<file path="src/rtl/cache_bridge_pkg.sv">
// ----------------------------------------------------------------------------
// cache_bridge_pkg
// Shared encodings for the cache-to-AXI bridge: cache read-type codes,
// read/write FSM state encodings, and AXI burst/size constants.
// Ports: none (package).
// ----------------------------------------------------------------------------
package cache_bridge_pkg;

    // Cache read request types
    localparam logic [2:0] RD_TYPE_BYTE = 3'b000;
    localparam logic [2:0] RD_TYPE_HALF = 3'b001;
    localparam logic [2:0] RD_TYPE_WORD = 3'b010;
    localparam logic [2:0] RD_TYPE_LINE = 3'b100;

    // Read and write channel sequencers
    typedef enum logic [1:0] {
        R_IDLE = 2'd0,
        R_AR   = 2'd1,
        R_DATA = 2'd2
    } rstate_t;

    typedef enum logic [1:0] {
        W_IDLE = 2'd0,
        W_AW   = 2'd1,
        W_DATA = 2'd2,
        W_B    = 2'd3
    } wstate_t;

    // AXI encodings
    localparam logic [1:0] AXI_BURST_INCR = 2'b01;
    localparam logic [2:0] AXI_SIZE_1     = 3'b000;
    localparam logic [2:0] AXI_SIZE_2     = 3'b001;
    localparam logic [2:0] AXI_SIZE_4     = 3'b010;

    function automatic logic is_line(input logic [2:0] rd_type);
        return (rd_type == RD_TYPE_LINE);
    endfunction

endpackage

</file>
<file path="src/rtl/bridge_wbuf.sv">
// ----------------------------------------------------------------------------
// bridge_wbuf
// Writeback line buffer: holds one dirty line and its address, and walks a
// beat counter to present one 32-bit word per accepted W beat.
// Ports:
//   clk, resetn      clock, synchronous active-low reset
//   i_load           capture i_addr / i_line (write request accepted)
//   i_addr, i_line   line address and line data (word0 in [31:0])
//   i_clr            clear beat counter (entry to the data phase)
//   i_adv            advance beat counter (W beat accepted)
//   o_addr           buffered line address
//   o_wdata          word selected by the beat counter
//   o_wlast          high on the final beat of the line
// ----------------------------------------------------------------------------
module bridge_wbuf #(
    parameter int LINE_WORDS = 4
) (
    input  logic                     clk,
    input  logic                     resetn,
    input  logic                     i_load,
    input  logic [31:0]              i_addr,
    input  logic [LINE_WORDS*32-1:0] i_line,
    input  logic                     i_clr,
    input  logic                     i_adv,
    output logic [31:0]              o_addr,
    output logic [31:0]              o_wdata,
    output logic                     o_wlast
);

    localparam int CNT_W = (LINE_WORDS > 1) ? $clog2(LINE_WORDS) : 1;
    localparam logic [CNT_W-1:0] LAST_BEAT = CNT_W'(LINE_WORDS - 1);

    logic [31:0]              r_addr;
    logic [LINE_WORDS*32-1:0] r_line;
    logic [CNT_W-1:0]         r_cnt;
    logic [31:0]              w_words [LINE_WORDS];

    always_ff @(posedge clk) begin
        if (!resetn) begin
            r_addr <= '0;
            r_line <= '0;
            r_cnt  <= '0;
        end else begin
            if (i_load) begin
                r_addr <= i_addr;
                r_line <= i_line;
            end
            // Clear has priority: it only fires on the AW handshake, when no
            // W beat can be in flight.
            if (i_clr) begin
                r_cnt <= '0;
            end else if (i_adv) begin
                r_cnt <= r_cnt + 1'b1;
            end
        end
    end

    // Split the line into words so the beat counter can index them directly
    generate
        for (genvar gi = 0; gi < LINE_WORDS; gi++) begin : g_words
            assign w_words[gi] = r_line[gi*32 +: 32];
        end
    endgenerate

    assign o_addr  = r_addr;
    assign o_wdata = w_words[r_cnt];
    assign o_wlast = (r_cnt == LAST_BEAT);

endmodule

</file>
<file path="src/rtl/cache_axi_bridge.sv">
// ----------------------------------------------------------------------------
// cache_axi_bridge
// Responder for a cache refill/writeback interface, mastering AXI toward
// memory. One outstanding read and one outstanding write, each with its own
// sequencer. Line reads become LINE_WORDS-beat INCR bursts, uncached reads are
// single beats, writebacks are buffered and drained as one burst.
// Ports:
//   clk, resetn                     clock, synchronous active-low reset
//   rd_req/rd_type/rd_addr/rd_rdy   cache read request channel
//   ret_valid/ret_last/ret_data     read return (direct passthrough of R)
//   wr_req/wr_addr/wr_data/wr_rdy   cache writeback channel
//   ar*/r*/aw*/w*/b*                AXI master channels
// Configuration:
//   CACHE_BRIDGE_RAW_BYPASS_EN  when defined, reads to a line other than the
//   one being written back may proceed while the writeback drains; otherwise
//   reads and writes are fully serialized.
// ----------------------------------------------------------------------------
module cache_axi_bridge
    import cache_bridge_pkg::*;
#(
    parameter int         LINE_WORDS = 4,
    parameter logic [3:0] RD_ID      = 4'd0,
    parameter logic [3:0] WR_ID      = 4'd1
) (
    input  logic                     clk,
    input  logic                     resetn,
    // cache read side
    input  logic                     rd_req,
    input  logic [2:0]               rd_type,
    input  logic [31:0]              rd_addr,
    output logic                     rd_rdy,
    output logic                     ret_valid,
    output logic [1:0]               ret_last,
    output logic [31:0]              ret_data,
    // cache write side
    input  logic                     wr_req,
    input  logic [31:0]              wr_addr,
    input  logic [LINE_WORDS*32-1:0] wr_data,
    output logic                     wr_rdy,
    // AXI AR
    output logic                     arvalid,
    input  logic                     arready,
    output logic [31:0]              araddr,
    output logic [3:0]               arid,
    output logic [7:0]               arlen,
    output logic [2:0]               arsize,
    output logic [1:0]               arburst,
    // AXI R
    input  logic                     rvalid,
    output logic                     rready,
    input  logic [31:0]              rdata,
    input  logic                     rlast,
    input  logic [1:0]               rresp,
    input  logic [3:0]               rid,
    // AXI AW
    output logic                     awvalid,
    input  logic                     awready,
    output logic [31:0]              awaddr,
    output logic [3:0]               awid,
    output logic [7:0]               awlen,
    output logic [2:0]               awsize,
    output logic [1:0]               awburst,
    // AXI W
    output logic                     wvalid,
    input  logic                     wready,
    output logic [31:0]              wdata,
    output logic [3:0]               wstrb,
    output logic                     wlast,
    // AXI B
    input  logic                     bvalid,
    output logic                     bready,
    input  logic [1:0]               bresp
);

    localparam logic [7:0] BURST_LEN = 8'(LINE_WORDS - 1);

    rstate_t     r_rstate;
    wstate_t     r_wstate;
    logic        r_arvalid;
    logic [31:0] r_araddr;
    logic [7:0]  r_arlen;
    logic [2:0]  r_arsize;
    logic        r_rready;
    logic        r_awvalid;
    logic        r_wvalid;
    logic        r_bready;

    logic        w_rd_rdy;
    logic        w_wr_rdy;
    logic        w_rd_accept;
    logic        w_wr_accept;
    logic        w_aw_hs;
    logic [31:0] w_wbuf_addr;
    logic [31:0] w_wbuf_wdata;
    logic        w_wbuf_wlast;

    // Responses and IDs are not acted upon by this bridge.
    logic        w_unused_ok;
    assign w_unused_ok = &{1'b0, rresp, rid, bresp};

    // ------------------------------------------------------------------
    // Accept logic
    // ------------------------------------------------------------------
    assign w_wr_rdy = (r_wstate == W_IDLE);

`ifdef CACHE_BRIDGE_RAW_BYPASS_EN
    // Only a read that hits the line being (or about to be) written back
    // must wait; everything else may overlap with the writeback.
    logic w_line_conflict;
    assign w_line_conflict =
        ((r_wstate != W_IDLE) && (rd_addr[31:4] == w_wbuf_addr[31:4])) ||
        (wr_req && (rd_addr[31:4] == wr_addr[31:4]));
    assign w_rd_rdy = (r_rstate == R_IDLE) && !w_line_conflict;
`else
    // Reads wait for any writeback, including one being requested right
    // now, so memory never returns stale data for a just-evicted line.
    assign w_rd_rdy = (r_rstate == R_IDLE) && (r_wstate == W_IDLE) && !wr_req;
`endif

    assign w_rd_accept = rd_req && w_rd_rdy;
    assign w_wr_accept = wr_req && w_wr_rdy;
    assign w_aw_hs     = r_awvalid && awready;

    // ------------------------------------------------------------------
    // Read sequencer
    // ------------------------------------------------------------------
    always_ff @(posedge clk) begin
        if (!resetn) begin
            r_rstate  <= R_IDLE;
            r_arvalid <= 1'b0;
            r_araddr  <= '0;
            r_arlen   <= '0;
            r_arsize  <= '0;
            r_rready  <= 1'b0;
        end else begin
            case (r_rstate)
                R_IDLE: begin
                    if (w_rd_accept) begin
                        r_rstate  <= R_AR;
                        r_arvalid <= 1'b1;
                        r_araddr  <= rd_addr;
                        if (is_line(rd_type)) begin
                            r_arlen  <= BURST_LEN;
                            r_arsize <= AXI_SIZE_4;
                        end else begin
                            r_arlen  <= 8'd0;
                            r_arsize <= {1'b0, rd_type[1:0]};
                        end
                    end
                end
                R_AR: begin
                    if (r_arvalid && arready) begin
                        r_rstate  <= R_DATA;
                        r_arvalid <= 1'b0;
                        r_rready  <= 1'b1;
                    end
                end
                R_DATA: begin
                    if (rvalid && rlast) begin
                        r_rstate <= R_IDLE;
                        r_rready <= 1'b0;
                    end
                end
                default: begin
                    r_rstate  <= R_IDLE;
                    r_arvalid <= 1'b0;
                    r_rready  <= 1'b0;
                end
            endcase
        end
    end

    // ------------------------------------------------------------------
    // Write sequencer
    // ------------------------------------------------------------------
    always_ff @(posedge clk) begin
        if (!resetn) begin
            r_wstate  <= W_IDLE;
            r_awvalid <= 1'b0;
            r_wvalid  <= 1'b0;
            r_bready  <= 1'b0;
        end else begin
            case (r_wstate)
                W_IDLE: begin
                    if (w_wr_accept) begin
                        r_wstate  <= W_AW;
                        r_awvalid <= 1'b1;
                    end
                end
                W_AW: begin
                    // W is held off until the address has been taken
                    if (w_aw_hs) begin
                        r_wstate  <= W_DATA;
                        r_awvalid <= 1'b0;
                        r_wvalid  <= 1'b1;
                    end
                end
                W_DATA: begin
                    if (wready && w_wbuf_wlast) begin
                        r_wstate <= W_B;
                        r_wvalid <= 1'b0;
                        r_bready <= 1'b1;
                    end
                end
                W_B: begin
                    if (bvalid) begin
                        r_wstate <= W_IDLE;
                        r_bready <= 1'b0;
                    end
                end
                default: begin
                    r_wstate  <= W_IDLE;
                    r_awvalid <= 1'b0;
                    r_wvalid  <= 1'b0;
                    r_bready  <= 1'b0;
                end
            endcase
        end
    end

    bridge_wbuf #(
        .LINE_WORDS (LINE_WORDS)
    ) u_wbuf (
        .clk     (clk),
        .resetn  (resetn),
        .i_load  (w_wr_accept),
        .i_addr  (wr_addr),
        .i_line  (wr_data),
        .i_clr   (w_aw_hs),
        .i_adv   (r_wvalid && wready),
        .o_addr  (w_wbuf_addr),
        .o_wdata (w_wbuf_wdata),
        .o_wlast (w_wbuf_wlast)
    );

    // ------------------------------------------------------------------
    // Outputs
    // ------------------------------------------------------------------
    assign rd_rdy    = w_rd_rdy;
    assign wr_rdy    = w_wr_rdy;

    assign arvalid   = r_arvalid;
    assign araddr    = r_araddr;
    assign arid      = RD_ID;
    assign arlen     = r_arlen;
    assign arsize    = r_arsize;
    assign arburst   = AXI_BURST_INCR;

    // R is passed straight through; rready doubles as "in data phase"
    assign rready    = r_rready;
    assign ret_valid = r_rready && rvalid;
    assign ret_data  = rdata;
    assign ret_last  = {1'b0, r_rready && rlast};

    assign awvalid   = r_awvalid;
    assign awaddr    = w_wbuf_addr;
    assign awid      = WR_ID;
    assign awlen     = BURST_LEN;
    assign awsize    = AXI_SIZE_4;
    assign awburst   = AXI_BURST_INCR;

    assign wvalid    = r_wvalid;
    assign wdata     = w_wbuf_wdata;
    assign wstrb     = 4'hf;
    assign wlast     = r_wvalid && w_wbuf_wlast;

    assign bready    = r_bready;

endmodule
</file>
<file path="config.mk">
export PLATFORM = sky130hd
export DESIGN_NAME = cache_axi_bridge
export DESIGN_NICKNAME = d
export VERILOG_FILES = /design/src/rtl/cache_bridge_pkg.sv /design/src/rtl/bridge_wbuf.sv /design/src/rtl/cache_axi_bridge.sv
export SDC_FILE = /design/constraint.sdc
export NUM_CORES = 1
export LEC_CHECK = 0
export BUFFER_PORTS_ARGS = -buffer_cell sky130_fd_sc_hd__buf_2
export CORE_AREA = 2 2 165 167
export CTS_CLUSTER_DIAMETER = 150
export DETAILED_ROUTE_END_ITERATION = 10
export DIE_AREA = 0 0 167 169
export PLACE_DENSITY_LB_ADDON = 0.2
export SLEW_MARGIN = 20
export SYNTH_ARGS = -nofsm -noshare
export SYNTH_HDL_FRONTEND = slang
export SYNTH_SLANG_ARGS = --single-unit
</file>
<file path="constraint.sdc">
create_clock -name clk -period 3.6 [get_ports clk]
set_input_delay 0.72 -clock clk [delete_from_list [all_inputs] [get_ports clk]]
set_output_delay 0.72 -clock clk [all_outputs]
set_load 0.01 [all_outputs]
</file>
==> metrics.md <==
| Metric | Value |
|---|---|
| IO Pins | 422 |
| Mapped Avg Cell Area | roughly 8.4 µm² |
| 1st-iter DRT viols | about 370 |
| Critical path data arrival time | roughly 2300 ps |
| Design area | ~11000 µm² |
| WL/cell | 15.2 µm |
| Ys async rst share | 0% |
| Worst Hold Class | in -> reg |
| GR Overflow Total | 0 |
| Clock transition at the registers of the reported paths | 60 ps |
| Cell Rows | 60 |
| Initial antenna violation count | 9 |
| DR vias | 7660 |
| Hold Vio Cnt, Final | 0 |
| Status | finished clean |
| Worst path max stage delay | between 600 and 700 ps |
| Total Wirelength | 24.7 mm |
| # port buffers | ~310 |
| Routability cong. | 0.762 |
| Worst-Margin Slew | 798 ps |
| First-pass GRT wire length | 37.8 mm |
| Cell Chain, Critical Path | buf_4, mux4_2, buf_2 |
| Initial Util | between 30% and 40% |
| Clock Latency Late Sink | 520 ps |
| CTS tree | done |
| RSZ-0062 raised after global routing | false |
| Area after DPL | 10100 µm² |
| Num CTS Buffers | 24 |
| Post-layout min period | approximately 3000 ps |
| Clock Tree Buf Depth | 3 |
| Clk root buf | clkbuf_16 |
| CP Class | reg -> out |
| H-Tree Depth | 1 |
| EDFF count, synth | 0 |
| Maximum vdd drop | 0.309 mV |
| Commonest non-fill, non-tap cell in the layout | nand2_1 |
| Fmax | 0.335 GHz |
| Cell Pwr Density | 672 nW/µm² |
| Top post-synthesis cells by area | dfxtp_1, nand2_1, a21oi_1 |
| Core area | 26500 µm² |
| Die Footprint | 28200 µm² |
| Top-area cell type share of the netlist area | 47.2% |
| Ys Warns | 0 |
| Seq cells post-synth | 206 |
| Worst setup SP type | flop |
| Vias per cell | 4.69 |
| Chip Width | between 150 and 200 µm |
| Post-DRT Antenna Nets | 0 |
| Setup crit end kind | output pin |
| Hold bufs inserted after CTS | 0 |
| Synthesized area | 8740 µm² |
| Vias in the first global route | between 7000 and 8000 |
| Dominant cell type by area after synthesis | dfxtp_1 |
| Layout area overhead | 23.8% |
| Register area share after synthesis | 47.2% |
| Critical Path RT | 2880 ps |
| Layout Nets | 1527 |
| Setup TNS | 0 ps |
| Largest net degree at the start of global routing | 99 |
| Share of post-route cells with drive strength above 1 | 31.3% |
| Postcts setup bufs | 0 |
| Most frequent cells in the layout | nand2_1, buf_2, dfxtp_1 |
| Fillers | 2818 |
| Tcrit/Tclk final | 82.9% |
| Worst Path Max Fanout | 14 |
| GRT Util Overall | between 10% and 20% |
| Max_cap viols | 0 |
| Fin Clk Skew | 17.2 ps |
| # DRC | 0 |
| Setup Viol. Count Final | 0 |
| DRT Pass-1 Iters | 4 |
| Lkg Pwr | 4.67 nW |
| Final Slew Violations | 0 |
| Gates resized, CTS repair | 0 |
| CTS sink cnt | 206 |
| Slowest stage cell, crit path | dfxtp_2 |
| Mapped Cells | between 1000 and 1500 |
| Slew HR | between 40% and 50% |
| Hpwl dp | 17.3 mm |
| Main flop type after synthesis | dfxtp_1 |
| Netlist cell types | 38 |
| Die height | 169 µm |
## flip-flops by register name, indices dropped and copies added, names as in the netlist
register	cells
u_wbuf.o_addr	32
araddr	32
r_rstate	2
arvalid	1
u_wbuf.r_cnt	2
u_wbuf.r_line	128
bready	1
awvalid	1
arlen	1
r_wstate	2
arsize	2
rready	1
wvalid	1
## synthesized netlist by cell type (2+ instances only)
library cell and n:
inv_1 5, a31oi_1 2, nand2_1 330, buf_2 27, dfxtp_1 206, and2_1 4
buf_6 12, nor3_1 2, conb_1 2, mux4_2 32, buf_4 75, o21ai_0 28
clkbuf_2 2, a21oi_1 199, nor2_1 6, clkbuf_1 31, ha_1 5, nand3_1 36
nand2b_1 3, o21ai_1 9, a21bo_2 2
## kinds of logic (layout without fill, tap and decap cells)
family                     count (synthesis)  after routing  share of synthesized area [%]
and+or+nand+nor                          388            388                           17.7
AOI/OAI and AO/OA                        248            248                           14.6
DFF                                      206            206                           47.2
buffers and inverters                    152            371                           11.2
muxes                                     33             33                           8.36
adders and majority gates                  5              5                          0.716
other                                      2             39                         0.0860
xor gates and xnor gates                   1              1                          0.100
## routing by layer
layer / part of all wire [%] / routed length, µm / global-route usage, %
met1: 41 / 10100 / 19.5
met5: 0.28 / 70 / 0
met3: 9.2 / 2270 / 6.08
met4: 1.6 / 395 / 3.90
met2: 48 / 11900 / 27.7
## final timing paths
path,endpoint,start,cells past startpoint,slack [ps]
setup / recovery,wdata[19],u_wbuf.r_cnt[0],3,610
hold reg to reg,u_wbuf.o_addr[27],u_wbuf.o_addr[27],2,450
hold / removal,u_wbuf.r_line[10],wr_data[10],3,430
setup reg to reg,u_wbuf.r_line[118],r_wstate[0],6,1460
## where the power goes
group | switching, W | total [W] | internal, W
clock network | 0.000929 | 0.00232 | 0.00139
registers | 0.000223 | 0.00291 | 0.00269
logic | 0.00125 | 0.00203 | 0.000788
total | 0.00240 | 0.00727 | 0.00487
## cell type report
cell class	instances	area (µm²)	share of cell area, %
Timing Repair Buffer	330	1730	16.0
Sequential cell	206	4130	38.1
Clock inverter	6	91.3	0.844
Inverter	5	23.8	0.220
Clock buffer	30	643	5.94
Multi-Input combinational cell	710	3770	34.8
Antenna cell	4	10.0	0.0925
Tap cell	341	427	3.94
## stage by stage
stage          power [W]  setup slack [ps]  hold WS (ps)  instances  utilization [%]
3_3_place_gp     0.00501              1070           439       1592             38.0
3_5_place_dp     0.00503              1060           445       1592             38.0
2_1_floorplan    0.00447              1620           433       1068                -
5_1_grt          0.00776               452           405       1630             40.8
6_report         0.00727               615           432       1632             40.8
4_1_cts          0.00740               502           396       1628             40.8
## critical path, delay by kind of cell (launching register included)
kind | cells | cell delay [ps]
buffers and inverters | 2 | 530
DFF | 1 | 640
muxes | 1 | 570
Power figures use the tool's default switching activity.
